**config.mk**
```make
export PLATFORM = sky130hd
export DESIGN_NAME = display_scan_controller
export DESIGN_NICKNAME = d
export VERILOG_FILES = /design/src/rtl/display_scan_controller.sv
export SDC_FILE = /design/constraint.sdc
export NUM_CORES = 1
export LEC_CHECK = 0
export BUFFER_PORTS_ARGS = -buffer_cell sky130_fd_sc_hd__clkbuf_2
export CAP_MARGIN = 10
export CORE_UTILIZATION = 30
export CTS_BUF_LIST = sky130_fd_sc_hd__clkbuf_8 sky130_fd_sc_hd__clkbuf_16
export CTS_CLUSTER_SIZE = 8
export DETAILED_ROUTE_END_ITERATION = 8
export GPL_TIMING_DRIVEN = 1
export PLACE_DENSITY = 0.48
export SETUP_SLACK_MARGIN = 0.05
export SLEW_MARGIN = 20
export SYNTH_ARGS = -nofsm -noshare
export SYNTH_HDL_FRONTEND = slang
export SYNTH_SLANG_ARGS = --single-unit
export TNS_END_PERCENT = 20
```
**constraint.sdc**
```tcl
create_clock -name clk -period 2.38 [get_ports clk]
set_input_delay 0.119 -clock clk [delete_from_list [all_inputs] [get_ports clk]]
set_output_delay 0.119 -clock clk [all_outputs]
set_load 0.01 [all_outputs]
```
**src/rtl/display_scan_controller.sv**
```systemverilog
// Time-multiplexed digit scan for the seven-segment path: per-slot digit index,
// active-low anode drive with leading blanking and 16-level PWM brightness.
module display_scan_controller #(
    parameter int NUM_DIGITS    = 7,
    parameter int PRESCALE_BITS = 17,
    parameter int BLANK_CYCLES  = 256
) (
    input  logic       clk,
    input  logic       reset,
    input  logic       enable,
    input  logic [3:0] brightness,
    output logic [2:0] refreshcounter,
    output logic [7:0] anode,
    output logic       digit_tick
);

    localparam logic [PRESCALE_BITS-1:0] PRE_MAX    = '1;
    localparam logic [PRESCALE_BITS-1:0] PRE_ONE    = PRESCALE_BITS'(1);
    localparam logic [PRESCALE_BITS-1:0] BLANK      = PRESCALE_BITS'(BLANK_CYCLES);
    localparam logic [2:0]               LAST_DIGIT = 3'(NUM_DIGITS - 1);
    // Positions beyond the populated digits can never be driven low.
    localparam logic [7:0]               DIGIT_MASK = 8'((16'd1 << NUM_DIGITS) - 16'd1);

    logic [PRESCALE_BITS-1:0] prescaler_q, prescaler_d;
    logic [2:0]               refresh_q, refresh_d;
    logic [3:0]               bright_q, bright_d;
    logic [7:0]               anode_q, anode_d;
    logic                     tick_q, tick_d;

    logic       slot_end;
    logic       lit;
    logic [3:0] phase;

    always_comb begin
        slot_end    = enable && (prescaler_q == PRE_MAX);
        phase       = prescaler_q[PRESCALE_BITS-1 -: 4];
        lit         = enable && (prescaler_q >= BLANK) && (phase <= bright_q);

        prescaler_d = enable ? prescaler_q + PRE_ONE : prescaler_q;
        refresh_d   = refresh_q;
        bright_d    = bright_q;
        if (slot_end) begin
            refresh_d = (refresh_q == LAST_DIGIT) ? 3'd0 : refresh_q + 3'd1;
            // Brightness only takes effect at a slot boundary so a slot never changes duty mid-way.
            bright_d  = brightness;
        end

        anode_d = lit ? ~((8'd1 << refresh_q) & DIGIT_MASK) : 8'hFF;
        tick_d  = slot_end;
    end

    always_ff @(posedge clk) begin
        if (reset) begin
            prescaler_q <= '0;
            refresh_q   <= 3'd0;
            bright_q    <= 4'hF;
            anode_q     <= 8'hFF;
            tick_q      <= 1'b0;
        end else begin
            prescaler_q <= prescaler_d;
            refresh_q   <= refresh_d;
            bright_q    <= bright_d;
            anode_q     <= anode_d;
            tick_q      <= tick_d;
        end
    end

    assign refreshcounter = refresh_q;
    assign anode          = anode_q;
    assign digit_tick     = tick_q;

endmodule
```
==> results.yml <==
critical_path:
  crit_type: "flip-flop to flip-flop"
  worstPathArrival_ns: 2.36
  cp-start-kind: "flip-flop"
  path_max_fanout: 6
  critPathBufInv: 0
  critical-path-max-stage-delay_ns: 0.40
  critPathTopFamily: "simple AND/OR/NAND/NOR gates"
  path_cells: "nand4_1 > or2_2 > nor4_1 > ha_1 > nand2_1 > or3_1 > a21oi_1"
  critPathRequiredTime_ns: 2.58
  crit_path_top_delay_cell: "dfxtp_1"
  critPathCaptureType: "flip-flop"
yosys:
  synth_xor_xnor_area_share_pct: 5.47
  synth_top_area_share_pct: 44.4
  ys_top_cells_by_count: "dfxtp_1 (32), nor2_1 (16), inv_1 (14)"
  synth_edf_count: 0
  synth_area_leader_cell: "dfxtp_1"
  synthMuxAreaShare_pct: 1.39
  synthCells: 164
  synth-simple-area-share_pct: 26.5
  netlist_area_um2: 1440
  synth.distinct_cells: 36
  async_flop_share_pct: 0
  yosysMostFrequentCell: "dfxtp_1"
  syn-num-nets: 179
  postSynthRegisterBits: 32
  synth_compound_area_share_pct: 9.72
  synth_warnings: 0
  avgSynthCellArea_um2: 8.79
  synth-seq-area-share_pct: 44.4
  synthFlopType: "dfxtp_1"
  synth_area_leaders: "dfxtp_1 (44%), ha_1 (6.9%), xnor2_1 (4.3%)"
  synth_top_family_by_area: "simple AND/OR/NAND/NOR gates"
  synthAdderAreaFrac_pct: 6.94
status:
  violations: "DRC"
  outcome: "finished with violations"
timing:
  fmax_ghz: 0.463
  tns_ns: 0
  skew_ns: 0.00340
  hold_viol: 0
  period_share_pct: 90.7
  fin_hold_ws_ns: 0.162
  grt_setup_unrepaired: "no"
  relSlewSlack_pct: 64.3
  drv_slew: 0
  worstMarginPinSlew_ns: 0.536
  finalCriticalPeriod_ns: 2.16
  setup_viol_count_final: 0
layout:
  antennaDiodeCount: 0
  multi_input_area_um2: 724
  seq_area_um2: 641
  nFillCells: 473
  fin_nets: 203
  syn2layout_area_growth_pct: 18.8
  drive_above_1_share_pct: 18.0
power_and_ir_drop:
  vdd_drop_max_v: 0.000362
  p_int_mw: 0.856
  p_per_area_nw_per_um2: 626
  p_clk_share_pct: 46.8
  seqPwrFrac_pct: 50.7
  switching_power_mw: 0.216
  pwr-share-comb_pct: 2.5
  cellLeakagePower_nw: 0.685
  swShare_pct: 20.2
placement:
  hpwl_um: 2100
  routabilityCongestion: 0.711
  io_buffers: 17
global_route:
  gr-total-overflow: 0
  antenna_found_initial: 0
  use_met1_pct: 16.8
  grt_pass1_wl_um: 5040
  track_usage_pct: 12.8
  top_usage_layer: "met2"
  use_met3_pct: 4.78
  met2_usage_pct: 19.2
  grt_pass1_vias: 1108
  grt_max_degree: 27
route:
  ant_nets: 0
  drt_wl_total_um: 2940
  viasPerCell: 4.90
  dr.pass1.iters: 6
  wl_per_cell_um: 12.2
  drc: 2
  vias: 1181
  drtIter0Drc: 69
floorplanning:
  fp.dieW_um: 71.3
  coreArea_um2: 4470
  num_io_pins: 19
  floorplan.initialDensity_pct: 32.2
  die-area_um2: 5090
  rows: 24
  die-height_um: 71.3
min_path:
  holdCritPathClass: "primary input to flip-flop"
clock_network:
  postCtsHoldBufs: 0
  cts.sinks: 32
  cts_tree: "done"
  clk_pin_slew_ns: 0.07
  cts-buffers-inserted: 5
  insertion_delay_ns: 0.28
  post_cts_buffers: 0
  max-clock-path-buffers: 2
  cts_root_buf: "clkbuf_8"
  cts_resized: 0
  htree_levels: 2
run:
  max_cap_violations: 0
==> power groups by stage <==
| stage | sequential (mW) | clock, mW | combinational (mW) |
|---|---|---|---|
| 4_1_cts | 0.543 | 0.521 | 0.0280 |
| 3_5_place_dp | 0.555 | 0 | 0.0279 |
| 3_3_place_gp | 0.555 | 0 | 0.0271 |
| 2_1_floorplan | 0.554 | 0 | 0.0206 |
| 5_1_grt | 0.543 | 0.550 | 0.0311 |
| 6_report | 0.543 | 0.501 | 0.0273 |
==> registers in the layout, indices dropped and copies added (netlist names) <==
signal,count
anode,7
refreshcounter,3
bright_q,4
prescaler_q,17
digit_tick,1
==> worst min-delay path, delay by kind of cell <==
| family | cells | cell delay [ns] |
|---|---|---|
| buffers and inverters | 1 | 0.07 |
| AO/OA/AOI/OAI | 1 | 0.09 |
| AND/OR/NAND/NOR | 1 | 0.14 |
==> cell usage in the layout, fill, tap and decap left out, types with 5 or more instances in the layout <==
| cell type | netlist | layout |
|---|---|---|
| a21oi_1 | 9 | 9 |
| buf_4 | 1 | 5 |
| clkbuf_2 | 0 | 17 |
| clkbuf_8 | 0 | 5 |
| dfxtp_1 | 32 | 32 |
| ha_1 | 8 | 8 |
| inv_1 | 14 | 15 |
| nand2_1 | 11 | 11 |
| nand3_1 | 11 | 11 |
| nor2_1 | 16 | 16 |
| nor3_1 | 7 | 7 |
| o21ai_0 | 5 | 5 |
| xnor2_1 | 7 | 7 |
==> final timing paths <==
path / startpoint / endpoint / slack (ns) / cells past startpoint
hold reg to reg: bright_q[1] / bright_q[1] / 0.47 / 1
setup reg to reg: prescaler_q[11] / refreshcounter[2] / 0.22 / 7
hold / removal: brightness[3] / bright_q[3] / 0.16 / 3
setup / recovery: prescaler_q[11] / refreshcounter[2] / 0.22 / 7
==> per-stage QoR <==
stage               setup WS (ns)  instance area [um2]  power, mW  utilization, %  std cells
CTS                         0.205                 1710       1.09            38.3        241
detailed placement          0.243                 1610      0.583            35.9        233
floorplan                   0.352                 1440      0.575               -        164
finish                      0.221                 1710       1.07            38.3        241
global route               0.0633                 1710       1.12            38.3        241
global placement            0.294                 1610      0.582            35.9        233
==> layer usage <==
layer,vias up,routed length (um)
li1,611,-
met1,543,1500
met2,22,1240
met3,5,158
met4,0,44
met5,-,0
==> logic make-up after synthesis <==
group | count (synthesis)
fa+ha+maj | 8
buf+inv | 19
compound gates | 22
mux | 2
other cells | 1
simple gates | 71
flops | 32
xor+xnor | 9
==> layout make-up <==
type,count,area share [%]
clock inverters,3,2.26
flip-flops and latches,32,37.4
multi-input cells,113,42.3
inverters,14,3.07
repair buffers,22,7.16
clock buffers,5,4.02
well taps,52,3.80
(Power assumes the default switching activity.)
